File: src/rtl/load_store_unit.sv
// RV32I load/store unit: byte-lane steering, load extension and
// misalignment rejection over a req/gnt/rvalid data-memory port.
module load_store_unit #(
  parameter int DataWidth = 32
) (
  input  logic                 clk,
  input  logic                 rst,
  input  logic                 lsu_valid,
  input  logic                 lsu_we,
  input  logic [2:0]           lsu_funct3,
  input  logic [DataWidth-1:0] lsu_addr,
  input  logic [DataWidth-1:0] lsu_wdata,
  output logic                 lsu_ready,
  output logic                 lsu_stall,
  output logic [DataWidth-1:0] rdata_out,
  output logic                 rdata_valid,
  output logic                 store_done,
  output logic                 misaligned,
  output logic                 mem_req,
  output logic                 mem_we,
  output logic [DataWidth-1:0] mem_addr,
  output logic [DataWidth-1:0] mem_wdata,
  output logic [3:0]           mem_wmask,
  input  logic                 mem_gnt,
  input  logic                 mem_rvalid,
  input  logic [DataWidth-1:0] mem_rdata
);

  typedef enum logic [1:0] {
    IDLE,
    REQ,
    WAIT
  } state_t;

  state_t state, state_nx;

  logic [1:0] off_q;
  logic [2:0] f3_q;
  logic       we_q;

  logic                 legal;
  logic                 accept;
  logic                 reject;
  logic [DataWidth-1:0] wdata_lane;
  logic [3:0]           wmask_lane;
  logic [DataWidth-1:0] shifted;
  logic [DataWidth-1:0] ext;

  assign lsu_ready = (state == IDLE);
  assign lsu_stall = (state != IDLE);

  // Stores only exist for B/H/W; unsigned variants are load-only.
  always_comb begin
    legal = 1'b0;
    unique case (lsu_funct3)
      3'b000:  legal = 1'b1;
      3'b001:  legal = !lsu_addr[0];
      3'b010:  legal = (lsu_addr[1:0] == 2'b00);
      3'b100:  legal = !lsu_we;
      3'b101:  legal = !lsu_we && !lsu_addr[0];
      default: legal = 1'b0;
    endcase
  end

  assign accept = (state == IDLE) && lsu_valid && legal;
  assign reject = (state == IDLE) && lsu_valid && !legal;

  always_comb begin
    wdata_lane = lsu_wdata;
    wmask_lane = 4'b1111;
    unique case (1'b1)
      (lsu_funct3[1:0] == 2'b00): begin
        wdata_lane = {4{lsu_wdata[7:0]}};
        wmask_lane = 4'b0001 << lsu_addr[1:0];
      end
      (lsu_funct3[1:0] == 2'b01): begin
        wdata_lane = {2{lsu_wdata[15:0]}};
        wmask_lane = 4'b0011 << lsu_addr[1:0];
      end
      default: ;
    endcase
    if (!lsu_we)
      wmask_lane = 4'b0000;
  end

  assign shifted = mem_rdata >> {off_q, 3'b000};

  always_comb begin
    ext = mem_rdata;
    unique case (f3_q)
      3'b000:  ext = {{(DataWidth-8){shifted[7]}}, shifted[7:0]};
      3'b100:  ext = {{(DataWidth-8){1'b0}}, shifted[7:0]};
      3'b001:  ext = {{(DataWidth-16){shifted[15]}}, shifted[15:0]};
      3'b101:  ext = {{(DataWidth-16){1'b0}}, shifted[15:0]};
      default: ext = mem_rdata;
    endcase
  end

  always_comb begin
    state_nx = state;
    unique case (state)
      IDLE:    if (accept) state_nx = REQ;
      REQ:     if (mem_gnt) state_nx = we_q ? IDLE : WAIT;
      WAIT:    if (mem_rvalid) state_nx = IDLE;
      default: state_nx = IDLE;
    endcase
  end

  always_ff @(posedge clk) begin
    if (rst) state <= IDLE;
    else     state <= state_nx;
  end

  always_ff @(posedge clk) begin
    if (rst) begin
      mem_req     <= 1'b0;
      mem_we      <= 1'b0;
      mem_addr    <= '0;
      mem_wdata   <= '0;
      mem_wmask   <= 4'b0000;
      rdata_out   <= '0;
      rdata_valid <= 1'b0;
      store_done  <= 1'b0;
      misaligned  <= 1'b0;
      off_q       <= 2'b00;
      f3_q        <= 3'b000;
      we_q        <= 1'b0;
    end else begin
      rdata_valid <= 1'b0;
      store_done  <= 1'b0;
      misaligned  <= reject;
      if (accept) begin
        mem_req   <= 1'b1;
        mem_we    <= lsu_we;
        mem_addr  <= {lsu_addr[DataWidth-1:2], 2'b00};
        mem_wdata <= wdata_lane;
        mem_wmask <= wmask_lane;
        off_q     <= lsu_addr[1:0];
        f3_q      <= lsu_funct3;
        we_q      <= lsu_we;
      end
      if (state == REQ && mem_gnt) begin
        mem_req    <= 1'b0;
        store_done <= we_q;
      end
      if (state == WAIT && mem_rvalid) begin
        rdata_out   <= ext;
        rdata_valid <= 1'b1;
      end
    end
  end

endmodule

File: config.mk
export PLATFORM = sky130hd
export DESIGN_NAME = load_store_unit
export DESIGN_NICKNAME = d
export VERILOG_FILES = /design/src/rtl/load_store_unit.sv
export SDC_FILE = /design/constraint.sdc
export NUM_CORES = 1
export LEC_CHECK = 0
export CAP_MARGIN = 10
export CORE_MARGIN = 4
export CORE_UTILIZATION = 46
export CTS_BUF_LIST = sky130_fd_sc_hd__clkbuf_8 sky130_fd_sc_hd__clkbuf_16
export CTS_CLUSTER_DIAMETER = 100
export DETAILED_ROUTE_END_ITERATION = 10
export PLACE_DENSITY = 0.94
export SLEW_MARGIN = 40
export SYNTH_ARGS = -nofsm -noshare
export SYNTH_HDL_FRONTEND = slang
export SYNTH_SLANG_ARGS = --single-unit
File: constraint.sdc
create_clock -name clk -period 3.3 [get_ports clk]
set_input_delay 0.66 -clock clk [delete_from_list [all_inputs] [get_ports clk]]
set_output_delay 0.66 -clock clk [all_outputs]
set_load 0.02 [all_outputs]
**Word level (Yosys, flattened, before mapping)**

Cells that the tools add are included.

- Bitwise operators: 1
- Muxes and demuxes: 11
- Eq/ne operators: 13
- Reductions and logical operators: 18
- Shift-type cells: 3

Operators by type and width:

| cell | number |
|---|---|
| one-hot mux 32 bit (4 select lines) | 1 |
| one-hot mux 32 bit (2 select lines) | 1 |
| right shift 32 x 5 -> 16 bit | 1 |
| equality test 3 bit, second input constant | 4 |
| 2-to-1 mux 2 bit | 4 |
| one-hot mux 4 bit (2 select lines) | 1 |
| equality test 3 x 1 -> 1 bit, second input constant | 2 |
| logical AND 1 bit | 6 |
| logical NOT 2 bit | 3 |
| logical NOT 3 bit | 2 |
| one-hot mux 2 bit (3 select lines) | 1 |
| one-hot mux 1 bit (5 select lines) | 1 |
| equality test 2 x 1 -> 1 bit, second input constant | 2 |
| 2-to-1 mux 4 bit | 1 |
| != test 2 bit, second input constant | 2 |
| OR reduction 2 bit | 2 |
| left shift 1 x 2 -> 4 bit, first input constant | 1 |
| left shift 2 x 2 -> 4 bit, first input constant | 1 |
| equality test 3 x 2 -> 1 bit, second input constant | 1 |
| logical NOT 1 bit | 3 |
| AND reduction 3 bit | 1 |
| equality test 2 bit, second input constant | 1 |
| != test 2 x 1 -> 1 bit, second input constant | 1 |
| nonzero test 2 bit | 1 |
| other kinds (2) | 2 |

- Output and inout port bits: 107
- Bits of input ports: 105
- Bits in registers: 110
- Logic and storage cells: 58

**Longest topological paths before layout**

- Depth after elaboration: 6
- Mapped depth: 8
- Mapped depth without buffers: 4

**Worst setup path before layout**

Ideal clock, no wire load.

- Path kind: input to register
- Start: input port lsu_funct3[2]
- End: register mem_wdata[30]
- Arrival time: 2,069 ps
- Slack: 1,161 ps
- Library setup time: 70 ps
- Data required time: 3,230 ps
- Cell stages on the path: 6
- Cells stage by stage: or4_1 > a21oi_2 > buf_2 > buf_2 > nand2_1 > a21oi_1

- Word-level cells in the longest chain between the ends: 3
- Elaborated cells on any way between the ends: 7

RTL lines:

| what | RTL line | text |
|---|---|---|
| from (decl) | 10 | `input logic [2:0] lsu_funct3,` |
| equality test 3 bit, or another cell as far along | 55 | `unique case (lsu_funct3)` |
| one-hot mux 1 bit (5 select lines) (*) | 55 |  |
| logical AND 1 bit (*) | 65 | `assign accept = (state == IDLE) && lsu_valid && legal;` |
| to (signal assigned) | 136 | `mem_wdata <= wdata_lane;` |
| to (decl) | 22 | `output logic [DataWidth-1:0] mem_wdata,` |

Every way passes the cells marked *; elsewhere a longest branch is shown, timed or not.
A chain may end at the register's enable or synchronous reset.

**Worst setup path after layout**

- Start: input port mem_rdata[23]
- End: register rdata_out[17]

- Word-level cells in the longest chain between the ends: 2

RTL lines:

| what | RTL line | text |
|---|---|---|
| from (decl) | 26 | `input logic [DataWidth-1:0] mem_rdata` |
| right shift 32 x 5 -> 16 bit | 86 | `assign shifted = mem_rdata >> {off_q, 3'b000};` |
| one-hot mux 32 bit (4 select lines) | 90 | `unique case (f3_q)` |
| to (signal assigned) | 147 | `rdata_out <= ext;` |
| to (decl) | 15 | `output logic [DataWidth-1:0] rdata_out,` |

No other way between the ends.

==> summary.txt <==
Outcome
  • Status: finished clean

Yosys
  • Largest area contributor in the synthesized netlist: dfxtp_1
  • Number of unique standard cell types used by synthesis: 39
  • Synthesized area: between 0.004 and 0.005 mm²
  • Mapped Cells: 595
  • Syn avg cell area: around 8 µm²
  • Most frequent cell after synthesis: nand2_1
  • Count of state elements after synthesis: 110
  • Sequential share of the synthesized area: a little under half
  • Top post-synthesis cells by area: dfxtp_1, nand2_1, a21oi_1
  • Synth Warn #: 0
  • Synth async-reset ratio: 0%
  • Number of synthesized flops with an enable pin: 0
  • Top cell type's share of synthesized area: approximately 45%
  • Top post-synthesis cells by count: nand2_1, dfxtp_1, a21oi_1
  • Top FF cell, synth: dfxtp_1

Final layout
  • Final Util: between 60% and 70%
  • Final-stage net count: around 900
  • Fillers: roughly 800
  • Area grow syn2layout: 48.3%
  • Finished Layout Cells: between 900 and 1000
  • Diodes inserted: 0
  • Share of layout cells above drive strength 1: slightly below 6%
  • Reg area: around 0.0022 mm²
  • Area of the multi-input gates: about 0.0024 mm²

Worst setup path
  • Worst Path Arrival: ~2.8 ns
  • CP startpoint kind: input pin
  • Critical path class: input pin to flip-flop
  • Worst path required time: 3.57 ns
  • Crit-path slowest cell: or3_1
  • Critical Path End Type: flip-flop
  • WP buf/inv: 1
  • CP Cell Sequence: clkdlybuf4s50_1 > mux2i_1 > mux4_2 > or3_1 > a211oi_1
  • Top Family by Delay on Critical Path: simple AND/OR/NAND/NOR gates
  • CP peak stage delay: between 0.6 and 0.7 ns
  • Worst Path Max Fanout: 16

Global routing
  • GR Layer Usage met3: a little under a tenth
  • GRT met1 Usage: a little under a third
  • Initial antenna violation count: 0
  • Vias in the first global route: ~5100
  • Overflow after GRT: 0
  • Met2 GRT Util: 41.7%
  • First-pass GRT wire length: ~26 mm
  • GRT Total Usage: approximately 25%
  • GR peak layer: met2
  • Pin count of the biggest net entering global routing: 74

Clock network
  • Post-CTS setup buffers: 0
  • Post-CTS sizing: 0
  • Clock Tree Root: clkbuf_8
  • Total CTS buffers: 9
  • # hold bufs at CTS: 0
  • Clk Latency, worst-skew pair: about 0.36 ns
  • Clock sinks: 110
  • H-tree Lvls: 3
  • Worst-case clock buffer depth: 2
  • Clock transition at path regs: 0.10 ns
  • CTS tree: yes

Power and ir drop
  • Leak pwr: between 2 and 2.5 nW
  • Sequential share of power: 49.2%
  • Share of power burned in the clock network: 30.5%
  • PD cells: 399 mW/mm²
  • Psw: slightly above 800 µW
  • Comb power frac: approximately a fifth
  • Peak VDD IR: roughly 290 µV
  • Internal power: around 2.0 mW
  • Total power: approximately 2.9 mW
  • Sw Ratio: roughly 29%

Drt
  • Via/cell ratio: 5.59
  • DRT Pass-1 Iters: 5
  • Routed wire length: roughly 16 mm
  • DRC Markers: 0
  • 1st-iter DRT viols: ~340
  • Post-DRT Antenna Nets: 0
  • Via count: 5101
  • Routed wire per std cell: about 17 µm

Floorplan
  • CORE AREA: 0.0103 mm²
  • Die height: 111 µm
  • Area of the die: 0.0123 mm²
  • Row cnt: 37
  • Initial Util: 47.1%
  • Die W: between 100 and 150 µm
  • IO Pins: 212

Timing
  • Least-Margin Pin Slew: between 0.7 and 0.8 ns
  • Fin Hold WS: around 0.46 ns
  • RSZ-0062 raised after global routing: no
  • Final period utilization: between 70% and 80%
  • Final slew viol count: 0
  • Final Hold Viols: 0
  • F_max: a little under 400 MHz
  • Setup TNS: 0 ns
  • Clock Skew: ~0.013 ns
  • Relative slew slack: 49.6%
  • Tmin final: roughly 2.5 ns
  • Final setup violation count: 0

Placed design
  • Routability Congestion: between 0.8 and 0.9
  • Cell Count Post-Placement: about 900
  • DP HPWL: around 12 mm
  • PortBufs: between 200 and 250

Flow run
  • Max_cap viols: 0

Hold path
  • Worst hold path type: flip-flop to flip-flop
-- per-layer routing --
layer / vias to the layer above / routed length [µm]
li1: 2423 / -
met1: 2390 / 6270
met2: 256 / 7660
met3: 32 / 1610
met4: 0 / 410
met5: - / 0
-- tightest hold or removal path, delay by kind of cell (launching register included) --
family	cells	cell delay, ns
flip-flops	1	0.33
AND/OR/NAND/NOR	1	0.05
AO/OA/AOI/OAI	1	0.05
-- cells in the final DEF (no fill, tap or decap), types with 2 or more instances in the layout --
| cell type | n |
|---|---|
| nor3_1 | 2 |
| clkdlybuf4s50_1 | 208 |
| conb_1 | 2 |
| dfxtp_1 | 110 |
| or3b_2 | 2 |
| buf_12 | 2 |
| clkinvlp_4 | 2 |
| nand3_1 | 3 |
| a311oi_1 | 8 |
| o21ai_0 | 24 |
| a211oi_2 | 10 |
| inv_1 | 5 |
| o2bb2ai_1 | 7 |
| o211ai_1 | 4 |
| nand2b_1 | 3 |
| clkbuf_8 | 10 |
| o221ai_1 | 7 |
| a221oi_1 | 8 |
| or3_1 | 2 |
| mux2i_1 | 34 |
| nor2_1 | 42 |
| a211oi_1 | 15 |
| a21oi_1 | 85 |
| buf_4 | 9 |
| a2bb2oi_1 | 7 |
| nand2_1 | 148 |
| inv_8 | 2 |
| nor2b_1 | 2 |
-- power by group through the flow --
stage | Combinational, mW | Sequential (mW) | Clock, mW
CTS | 0.585 | 1.41 | 0.893
floorplan | 0.231 | 1.50 | 0
finish | 0.585 | 1.41 | 0.875
detailed placement | 0.582 | 1.44 | 0
global placement | 0.566 | 1.44 | 0
global route | 0.627 | 1.42 | 0.950
-- flip-flops by register name (all words and copies together), names as in the netlist --
register	cells
rdata_valid	1
mem_req	1
off_q	2
store_done	1
f3_q	3
state	2
mem_wdata	32
mem_wmask	4
mem_addr	30
misaligned	1
we_q	1
rdata_out	32
-- worst paths after layout --
| path | from | to | slack, ns | cells past startpoint |
|---|---|---|---|---|
| min | rdata_out[4]$_SDFFE_PP0P_ | rdata_out[4]$_SDFFE_PP0P_ | 0.46 | 2 |
| min reg2reg | rdata_out[4]$_SDFFE_PP0P_ | rdata_out[4]$_SDFFE_PP0P_ | 0.46 | 2 |
| max | mem_rdata[23] | rdata_out[17]$_SDFFE_PP0P_ | 0.75 | 5 |
| max reg2reg | off_q[1]$_SDFFE_PP0P_ | rdata_out[17]$_SDFFE_PP0P_ | 1.12 | 4 |
-- through the flow --
step / worst slack [ns] / cell area (µm²)
after floorplan: 1.16 / 4870
after global placement: 0.479 / 6990
after detailed placement: 0.394 / 6990
after CTS: 0.763 / 7210
after global routing: 0.636 / 7210
final: 0.754 / 7210
-- final cells by class --
class,count,share of cell area [%]
clock buffers,10,1.91
clock inverters,6,1.06
inverters,5,0.260
multi-input cells,427,33.5
flip-flops and latches,110,30.5
well taps,136,2.36
repair buffers,219,30.4
-- kinds of logic after synthesis --
| logic type | count (synthesis) | share of synthesized area [%] |
|---|---|---|
| buffers and inverters | 59 | 5.61 |
| AOI/OAI and AO/OA | 180 | 24.3 |
| DFF | 110 | 45.3 |
| and+or+nand+nor | 210 | 17.3 |
| other | 1 | 0.0771 |
| muxes | 35 | 7.46 |
Note: power is estimated with default switching activity, not from simulation.
